===== config.mk =====
export PLATFORM = sky130hd
export DESIGN_NAME = gate_sweep_ctrl
export DESIGN_NICKNAME = d
export VERILOG_FILES = /design/src/rtl/gate_sweep_ctrl.sv
export SDC_FILE = /design/constraint.sdc
export NUM_CORES = 1
export LEC_CHECK = 0
export ABC_AREA = 1
export CORE_MARGIN = 2
export CORE_UTILIZATION = 56
export CTS_BUF_LIST = sky130_fd_sc_hd__clkbuf_4 sky130_fd_sc_hd__clkbuf_8
export DETAILED_ROUTE_END_ITERATION = 16
export PLACE_DENSITY = 0.81
export SLEW_MARGIN = 20
export SYNTH_ARGS = -nofsm -noshare
export SYNTH_HDL_FRONTEND = slang
export SYNTH_SLANG_ARGS = --single-unit

===== constraint.sdc =====
create_clock -name CLK -period 2 [get_ports CLK]
set_clock_uncertainty 0.1 [all_clocks]
set_input_delay 0.6 -clock CLK [delete_from_list [all_inputs] [get_ports CLK]]
set_output_delay 0.6 -clock CLK [all_outputs]
set_load 0.02 [all_outputs]

===== src/rtl/gate_sweep_ctrl.sv =====
// gate_sweep_ctrl: sweeps every input vector of a combinational gate under
// test in binary order, waits a programmable settle time per vector, checks
// the gate output against the expected reduction function, and reports the
// mismatch count, the first failing vector and a pass flag.
//
// state    | meaning
// ---------+---------------------------------------------------------------
// S_IDLE   | waiting for START; results of the last sweep held
// S_SETTLE | VEC applied, counting SETTLE cycles before the check
// S_CHECK  | one cycle; Q compared with FUNC(VEC) at the closing edge
// S_FIN    | one cycle; DONE high, PASS computed from the final ERR_CNT
module gate_sweep_ctrl #(
    parameter int N_IN   = 2,
    parameter int SETTLE = 1,
    parameter int FUNC   = 0
) (
    input  logic            CLK,
    input  logic            RST,
    input  logic            START,
    input  logic            ABORT,
    input  logic            Q,
    output logic [N_IN-1:0] VEC,
    output logic            BUSY,
    output logic            DONE,
    output logic            PASS,
    output logic [N_IN:0]   ERR_CNT,
    output logic [N_IN-1:0] FIRST_FAIL
);

    typedef enum logic [1:0] {
        S_IDLE,
        S_SETTLE,
        S_CHECK,
        S_FIN
    } state_t;

    // With SETTLE=0 the settle phase is skipped and each vector goes
    // straight to its check cycle.
    localparam state_t   VEC_STATE   = (SETTLE == 0) ? S_CHECK : S_SETTLE;
    localparam logic [3:0] SETTLE_LAST = 4'(SETTLE - 1);

    state_t     state;
    logic [3:0] settle_cnt;
    logic       fail_flag;
    logic       expected_q;
    logic       mismatch;
    logic       last_vec;

    // Expected gate output for the vector currently applied.
    always_comb begin
        expected_q = &VEC;
        if (FUNC == 1) begin
            expected_q = |VEC;
        end else if (FUNC == 2) begin
            expected_q = ^VEC;
        end else if (FUNC == 3) begin
            expected_q = ~&VEC;
        end
        mismatch = (Q != expected_q);
        last_vec = &VEC;
    end

    // Sweep sequencer with registered outputs.
    always_ff @(posedge CLK) begin
        if (RST) begin
            state      <= S_IDLE;
            settle_cnt <= '0;
            fail_flag  <= 1'b0;
            VEC        <= '0;
            BUSY       <= 1'b0;
            DONE       <= 1'b0;
            PASS       <= 1'b0;
            ERR_CNT    <= '0;
            FIRST_FAIL <= '0;
        end else begin
            DONE <= 1'b0;
            case (state)
                S_IDLE: begin
                    if (START) begin
                        state      <= VEC_STATE;
                        VEC        <= '0;
                        ERR_CNT    <= '0;
                        FIRST_FAIL <= '0;
                        PASS       <= 1'b0;
                        fail_flag  <= 1'b0;
                        settle_cnt <= '0;
                        BUSY       <= 1'b1;
                    end
                end
                S_SETTLE: begin
                    if (ABORT) begin
                        state <= S_IDLE;
                        BUSY  <= 1'b0;
                        VEC   <= '0;
                        PASS  <= 1'b0;
                    end else begin
                        settle_cnt <= settle_cnt + 4'd1;
                        if (settle_cnt == SETTLE_LAST) begin
                            state <= S_CHECK;
                        end
                    end
                end
                S_CHECK: begin
                    // An abort discards this cycle's comparison entirely.
                    if (ABORT) begin
                        state <= S_IDLE;
                        BUSY  <= 1'b0;
                        VEC   <= '0;
                        PASS  <= 1'b0;
                    end else begin
                        if (mismatch) begin
                            ERR_CNT <= ERR_CNT + 1'b1;
                            if (!fail_flag) begin
                                FIRST_FAIL <= VEC;
                                fail_flag  <= 1'b1;
                            end
                        end
                        if (last_vec) begin
                            state <= S_FIN;
                            BUSY  <= 1'b0;
                            VEC   <= '0;
                            DONE  <= 1'b1;
                        end else begin
                            VEC        <= VEC + 1'b1;
                            settle_cnt <= '0;
                            state      <= VEC_STATE;
                        end
                    end
                end
                S_FIN: begin
                    PASS  <= (ERR_CNT == '0);
                    state <= S_IDLE;
                end
                default: state <= S_IDLE;
            endcase
        end
    end

endmodule


=== Word-level counts from Yosys, hierarchy flattened ===
Cells that the tools add are included.

* Add/subtract/negate cells: 3
* Equal/unequal tests: 14
* Muxes and demuxes: 35
* Bitwise operators: 1
* Reduce and logical (&&, ||, !) cells: 15

{| class="wikitable"
|+ Operator list
! operator !! count
|-
| $mux W2 || 12
|-
| $mux W4 || 4
|-
| $ne A2 B2 Y1 const B || 7
|-
| $pmux W4 S3 || 1
|-
| $reduce_and A5 Y1 || 2
|-
| $mux W3 || 3
|-
| $mux W1 || 8
|-
| $pmux W2 S4 || 1
|-
| $reduce_and A4 Y1 || 2
|-
| $ne A3 B3 Y1 const B || 2
|-
| $pmux W1 S3 || 2
|-
| $pmux W2 S3 || 1
|-
| $pmux W3 S2 || 1
|-
| $reduce_and A2 Y1 || 3
|-
| $add A4 B1 Y4 const B || 1
|-
| $eq A2 B2 Y1 const B || 2
|-
| $logic_not A4 Y1 || 1
|-
| $pmux W2 S2 || 1
|-
| $add A3 B1 Y3 const B || 1
|-
| $logic_not A3 Y1 || 1
|-
| $reduce_and A3 Y1 || 1
|-
| $reduce_bool A3 Y1 || 1
|-
| $reduce_or A3 Y1 || 1
|-
| $add A2 B1 Y2 const B || 1
|-
| 8 further kinds || 8
|}

* Register bits after elaboration: 17
* Bits of input ports: 5
* Output and inout port bits: 10
* Logic and storage cells: 77

=== Longest topological paths before layout ===
Gate-level depths: netlist (run 1).

* Depth in word-level cells: 5
* Gate-level depth with buffers: 10
* Depth with buffers taken out: 10

=== Worst setup path before layout (run 1) ===
OpenSTA, ideal clock, no wires.

* Path kind: flip-flop to flip-flop
* From: register state[0]
* To: register settle_cnt[1]
* Setup time: 0.116 ns
* Data arrival time: 1.328 ns
* Data required time: 1.784 ns
* Slack: 0.456 ns
* Cell stages (with the launch flop): 8
* Path buffers: 1
* Period minus slack after synthesis: 1.544 ns
* Cell sequence: dfxtp_1 inv_1 ha_1 buf_6 a21oi_1 nand3_4 o21ai_2 nor2_1

* Cells in the longest elaborated chain, start to end: 3
* Elaborated cells on any way between the ends: 10
* Classes of those cells: eq/ne (6); mux (1); reduce/logical (3)

{| class="wikitable"
|+ RTL lines
! what !! RTL line !! RTL
|-
| start: declaration || 42 || <nowiki>state_t state;</nowiki>
|-
| start signal: assignment || 66 || <nowiki>state <= S_IDLE;</nowiki>
|-
| start signal: assignment || 80 || <nowiki>state <= VEC_STATE;</nowiki>
|-
| start signal: assignment || 92 || <nowiki>state <= S_IDLE;</nowiki>
|-
| $eq A2 B2 Y1, or another cell as far along || 77 || <nowiki>case (state)</nowiki>
|-
| $ne A2 B2 Y1 (no source line) or $reduce_bool A3 Y1 (tied branches) || -- ||
|-
| $reduce_and A5 Y1 (no source line) || -- ||
|-
| end signal: assignment || 97 || <nowiki>settle_cnt <= settle_cnt + 4'd1;</nowiki>
|-
| end: declaration || 43 || <nowiki>logic [3:0] settle_cnt;</nowiki>
|}

Parallel ways exist; a longest one is shown, timed or not.
A chain may end at the register's enable or synchronous reset.

=== Worst setup path after layout (run 1) ===
* From: register ERR_CNT[0]
* To: output ERR_CNT[0]

{| class="wikitable"
|+ RTL lines
! what !! RTL line !! RTL
|-
| start: declaration || 26 || <nowiki>output logic [N_IN:0] ERR_CNT,</nowiki>
|-
| start signal: assignment || 112 || <nowiki>ERR_CNT <= ERR_CNT + 1'b1;</nowiki>
|}

No word-level cell between the ends.

==> impl_metrics.csv, run 1 <==
group,metric,value,unit
yosys,ys_warn_count,0,
power_and_ir_drop,p_leak,0.6471,nW
timing,hold_viol_final,0,
cts,path_clk_slew,0.10,ns
floorplan,ios,15,
setup_path,worstPathMaxFanout,3,
setup_path,crit_buf_inv,1,
detailed_routing,drtPass1Iterations,4,
outcome,outcome,"finished clean",
setup_path,path_cells,"clkdlybuf4s50_1",
power_and_ir_drop,switching_power,0.4254,mW
cts,cts_root_buf,"clkbuf_4",
detailed_routing,via_count,1048,
global_route,gr-total-overflow,0,
power_and_ir_drop,clkPwrFrac,0.187,
timing,drv_slew,0,
setup_path,cp-end-kind,"output port",
power_and_ir_drop,combPwrFrac,0.439,
setup_path,cp_slowest_stage_delay,0.62,ns
setup_path,cp_data_required_time,1.30,ns
floorplan,core_area,1783,um^2
yosys,ys_seq_elements,17,
yosys,yosysTopAreaCellShare,0.3137,
timing,finalCritPeriodShare,0.9859,
finish,final.fill_count,155,
cts,hold_buffers,0,
finish,layout.cells.non_filler,200,
global_route,grt_pass1_wl,3.588,mm
yosys,yosysTopAreaCell,"dfxtp_1",
cts,htreeDepth,1,
floorplan,dieArea,2305,um^2
floorplan,rows,15,
placement,io_buffers,14,
timing,setup_viol,0,
cts,worstSkewPairLatency,0.30,ns
power_and_ir_drop,seqPwrFrac,0.374,
detailed_routing,post_drt_wl_per_cell,11.64,um
power_and_ir_drop,peakVddDrop,0.5636,mV
power_and_ir_drop,power_density,825.0,nW/um^2
cts,clkSinkCount,17,
global_route,grt_pass1_vias,915,
yosys,syn_area,1085,um^2
finish,diodes,0,
detailed_routing,finalWirelength,2.327,mm
finish,final_common_cell,"nand2_1",
setup_path,worst_ep_arrival_time,1.27,ns
timing,worst_pin_slew,0.4211,ns
timing,rsz0062_at_grt,"no",
global_route,track_usage,0.2257,
detailed_routing,drcViolationCount,0,
global_route,antenna_found_initial,0,
global_route,grt_max_degree,13,
timing,relSlewSlack,0.7193,
yosys,netlist_instances,154,
cts,clk_path_buf_depth,2,
yosys,yosysUniqueCellTypes,25,
floorplan,die_w,48.01,um
power_and_ir_drop,switching_share,0.3944,
detailed_routing,avgViaCountPerCell,5.240,
finish,multi_input_area,646.9,um^2
timing,setup_tns,0,ns
yosys,synthFlopType,"dfxtp_1",
finish,seq_area,340.3,um^2
yosys,synth_nets,170,
finish,final_nets,192,
finish,layout_common_cells,"nand2_1 (43), inv_1 (21), dfxtp_1 (17)",
finish,syn_to_final_growth,20.53,%
yosys,synth_edf_count,0,
cts,cts_buffers,3,
setup_path,critical_path.top_delay_family,"buffers and inverters",
setup_path,start_kind,"register",
power_and_ir_drop,intPower,0.6533,mW
job,maxCapViolations,0,
placement,routabilityCongestion,0.8931,
setup_path,critPathSlowestCell,"clkdlybuf4s50_1",
setup_path,crit_type,"reg -> out",
yosys,async_reset_ff_frac,0,
yosys,ys_seq_area_frac,0.3137,
floorplan,start_util,0.6084,
timing,fmax,507.1,MHz
finish,design_area,1308,um^2
worst_hold_path,hold_class,"reg -> reg",
detailed_routing,ant_nets,0,
yosys,synthTopCellsByArea,"dfxtp_1 (31%), nand2_1 (15%), ha_1 (13%)",
placement,dpl.cell_count,196,
cts,cts_tree,"yes",
placement,dp.final_hpwl,1.880,mm
floorplan,fp.dieH,48.01,um
finish,layout-drive-gt1-share,0.1257,
placement,placed_cell_area,1279,um^2
detailed_routing,drtIter0Drc,22,
yosys,avgSynthCellArea,7.044,um^2
timing,period_minus_slack,1.972,ns
-- cells by family after synthesis --
family	count (synthesis)	synth area share
compound gates	17	0.08305
xor+xnor	1	0.008075
fa+ha+maj	11	0.1269
buf+inv	24	0.08996
flops	17	0.3137
simple gates	84	0.3783
-- per-layer routing --
metal  GRT usage  vias up  wire (um)
li1            -      530          -
met1      0.2443      482       1008
met2      0.4160       31       1181
met3     0.03019        5         97
met4      0.1243        0         40
met5           0        -          0
-- worst min-delay path: stages (launching register included) --
cell and delay, ns:
dfxtp_1 0.32, nand2_1 0.07, a21oi_1 0.06
-- stage by stage --
step / power [mW] / setup slack [ns] / hold WS (ns) / util
3_5_place_dp: 0.8811 / -0.05986 / 0.3686 / 0.7172
4_1_cts: 1.081 / 0.006525 / 0.3835 / 0.7319
3_3_place_gp: 0.8648 / 0.006849 / 0.3492 / 0.7172
5_1_grt: 1.149 / 0.004322 / 0.3949 / 0.7333
2_1_floorplan: 0.7420 / 0.4560 / 0.3407 / -
6_report: 1.079 / 0.02810 / 0.3856 / 0.7333
-- registers in the layout (all words and copies together), names as in the netlist --
register    count
settle_cnt      4
ERR_CNT         3
FIRST_FAIL      2
VEC             2
state           2
BUSY            1
DONE            1
PASS            1
fail_flag       1
-- final timing paths --
| check | from | to | slack, ns | depth (start not counted) |
|---|---|---|---|---|
| worst min register to register | FIRST_FAIL[1] | FIRST_FAIL[1] | 0.39 | 2 |
| worst min-delay path | FIRST_FAIL[1] | FIRST_FAIL[1] | 0.39 | 2 |
| worst max-delay path | ERR_CNT[0] | ERR_CNT[0] | 0.03 | 1 |
| worst max register to register | state[0] | ERR_CNT[0] | 0.24 | 8 |
-- final cells by class --
cell class	count	area share
timing repair buffer	19	0.1349
multi-input combinational	113	0.4947
sequential	17	0.2603
tap	25	0.02392
clock buffer	4	0.02297
inverter	22	0.06316
-- synthesized netlist by cell type, types with 2 or more instances --
cell / number
ha_1: 11
nand2_2: 2
nand3_1: 7
nor2_2: 4
o21ai_0: 2
nand2_1: 43
a21oi_1: 12
nand4_1: 5
nor3_1: 3
dfxtp_1: 17
inv_1: 21
nor2_1: 14
-- timing repair --
item,CTS,global route
resized for setup,3,1
buffers inserted,0,0
pin swaps,0,0
setup endpoints to repair,3,1
-- power by group through the flow --
stage | clock network, mW | logic [mW] | registers [mW]
2_1_floorplan | 0 | 0.312 | 0.430
3_3_place_gp | 0 | 0.454 | 0.410
3_5_place_dp | 0 | 0.470 | 0.411
4_1_cts | 0.206 | 0.472 | 0.403
5_1_grt | 0.213 | 0.527 | 0.409
6_report | 0.202 | 0.474 | 0.403
No activity file was read; power rests on OpenSTA's default activity.
==> run 2, diff against run 1 <==
Settings changed: CORE_UTILIZATION 56 to 42, PLACE_DENSITY 0.81 to not set, SKIP_LAST_GASP set to 1.
==> run 2 against run 1 <==
  * Sequential share of layout area fell by 0.51 points
  * Design area rose by 2.0%
  * Routed wire length rose by 2.7%
  * Die area rose by 30%
  * Power fell by 0.68%
  * Worst hold slack got worse by 0.018 ns
  * Fmax rose by 1.7%
  * Clock power fell by 3%
  * Clock-buffer cell count fell by 1
  * Utilization fell by 19 points
  * Critical endpoint is now FIRST_FAIL[1]
  * Largest power group unchanged
  * Highest routed layer unchanged
==> impl_metrics.csv, run 2 (synthesized netlist as in run 1, its figures left out) <==
group,metric,value,unit
finish,post-route-util,0.5433,
worst_hold_path,hold_class,"reg -> reg",
placement,io_buffers,14,
setup_path,crit_buf_inv,1,
setup_path,crit_type,"reg -> out",
detailed_routing,finalWirelength,2.389,mm
floorplan,fp.dieH,54.82,um
placement,dp.final_hpwl,1.895,mm
detailed_routing,via_count,1008,
finish,layout_common_cells,"nand2_1 (43), inv_1 (21), dfxtp_1 (17)",
detailed_routing,dr_wl_met2,1.156,mm
setup_path,start_kind,"register",
floorplan,core_area,2455,um^2
finish,final_nets,195,
setup_path,reg2reg_setup_slack,0.24,ns
cts,cts_setup_buffers,0,
timing,worst_pin_slew,0.4295,ns
finish,design_area,1334,um^2
setup_path,path_cells,"clkdlybuf4s50_1",
placement,routabilityCongestion,0.8375,
detailed_routing,post_drt_wl_per_cell,11.49,um
floorplan,die_w,54.82,um
finish,largest_register_ffs,4,
detailed_routing,top_layer_used,"met4",
power_and_ir_drop,power_density,803.2,nW/um^2
power_and_ir_drop,peakVddDrop,0.5125,mV
timing,hold_viol_final,0,
cts,path_clk_slew,0.10,ns
timing,drv_slew,0,
setup_path,cp_data_required_time,1.30,ns
setup_path,cp-end-kind,"output port",
global_route,grt_max_degree,13,
global_route,antenna_found_initial,0,
timing,period_minus_slack,1.939,ns
detailed_routing,drcViolationCount,0,
global_route,gr-total-overflow,0,
cts,cts_tree,"yes",
detailed_routing,ant_nets,0,
timing,rsz0062_at_grt,"no",
finish,top_regs,"settle_cnt (4), ERR_CNT (3)",
cts,cts_root_buf,"clkbuf_4",
setup_path,critPathSlowestCell,"clkdlybuf4s50_1",
setup_path,cp_slowest_stage_delay,0.60,ns
global_route,track_usage,0.1907,
floorplan,dieArea,3005,um^2
global_route,grt_pass1_wl,3.974,mm
cts,worstSkewPairLatency,0.30,ns
timing,relSlewSlack,0.7137,
finish,syn_to_final_growth,22.95,%
cts,clk_path_buf_depth,2,
setup_path,worstPathMaxFanout,2,
finish,final_common_cell,"nand2_1",
global_route,grt_pass1_vias,930,
floorplan,ios,15,
detailed_routing,wl_met1,1.122,mm
floorplan,rows,18,
cts,clkSinkCount,17,
timing,finalCritPeriodShare,0.9695,
floorplan,start_util,0.4419,
detailed_routing,drtIter0Drc,12,
finish,diodes,0,
power_and_ir_drop,p_leak,0.6809,nW
setup_path,critical_path.top_delay_family,"buffers and inverters",
detailed_routing,wl_met3,65,um
finish,layout-drive-gt1-share,0.1404,
finish,regMostFlops,"settle_cnt",
cts,cts_buffers,3,
cts,htreeDepth,1,
outcome,outcome,"finished clean",
job,maxCapViolations,0,
timing,fmax,515.7,MHz
detailed_routing,avgViaCountPerCell,4.846,
setup_path,worst_ep_arrival_time,1.24,ns
timing,setup_viol,0,
placement,placed_cell_area,1308,um^2
detailed_routing,drtPass1Iterations,4,
-- run 2: cell count changes in the layout (fill, tap and decap cells not counted) --
cell	before	now
clkinv_2	0	1
dlygate4sd2_1	3	5
clkbuf_4	4	3
dlymetal6s2s_1	1	2
buf_4	5	8
clkdlybuf4s50_1	10	7
-- run 2: metal layers --
| metal | global-route usage | up-vias |
|---|---|---|
| li1 | - | 536 |
| met1 | 0.2152 | 454 |
| met2 | 0.3433 | 13 |
| met3 | 0.03279 | 5 |
| met4 | 0.08750 | 0 |
| met5 | 0 | - |
-- run 2: final cells by class --
cell class,count,area [um^2]
multi-input combinational,113,646.9
inverter,22,82.58
timing repair buffer,22,198.9
clock inverter,1,5.005
clock buffer,3,22.52
tap,30,37.54
fill,248,1121
sequential,17,340.3
-- run 2: power by group --
part | internal [mW] | switching, mW
logic | 0.189 | 0.284
clock network | 0.0748 | 0.121
registers | 0.376 | 0.0269
-- run 2: final timing paths --
kind / from / to / depth (start not counted)
setup / recovery: FIRST_FAIL[1] / FIRST_FAIL[1] / 1
setup reg to reg: state[0] / settle_cnt[1] / 8
hold reg to reg: FIRST_FAIL[1] / FIRST_FAIL[1] / 2
hold / removal: FIRST_FAIL[1] / FIRST_FAIL[1] / 2
-- run 2: timing repair --
item,CTS,global route
resized for setup,5,2
setup endpoints to repair,5,2
hold buffers,0,0
-- run 2: stage by stage --
stage	hold WS (ns)	setup WS, ns	power (mW)	setup TNS (ns)	cells
after detailed placement	0.3560	-0.06399	0.8887	-0.2688	204
after CTS	0.3726	0.008650	1.092	0	208
after floorplan	0.3407	0.4560	0.7420	0	154
after global routing	0.3883	0.005964	1.161	0	208
final	0.3674	0.06091	1.071	0	208
after global placement	0.3507	-0.01492	0.8823	-0.03412	204
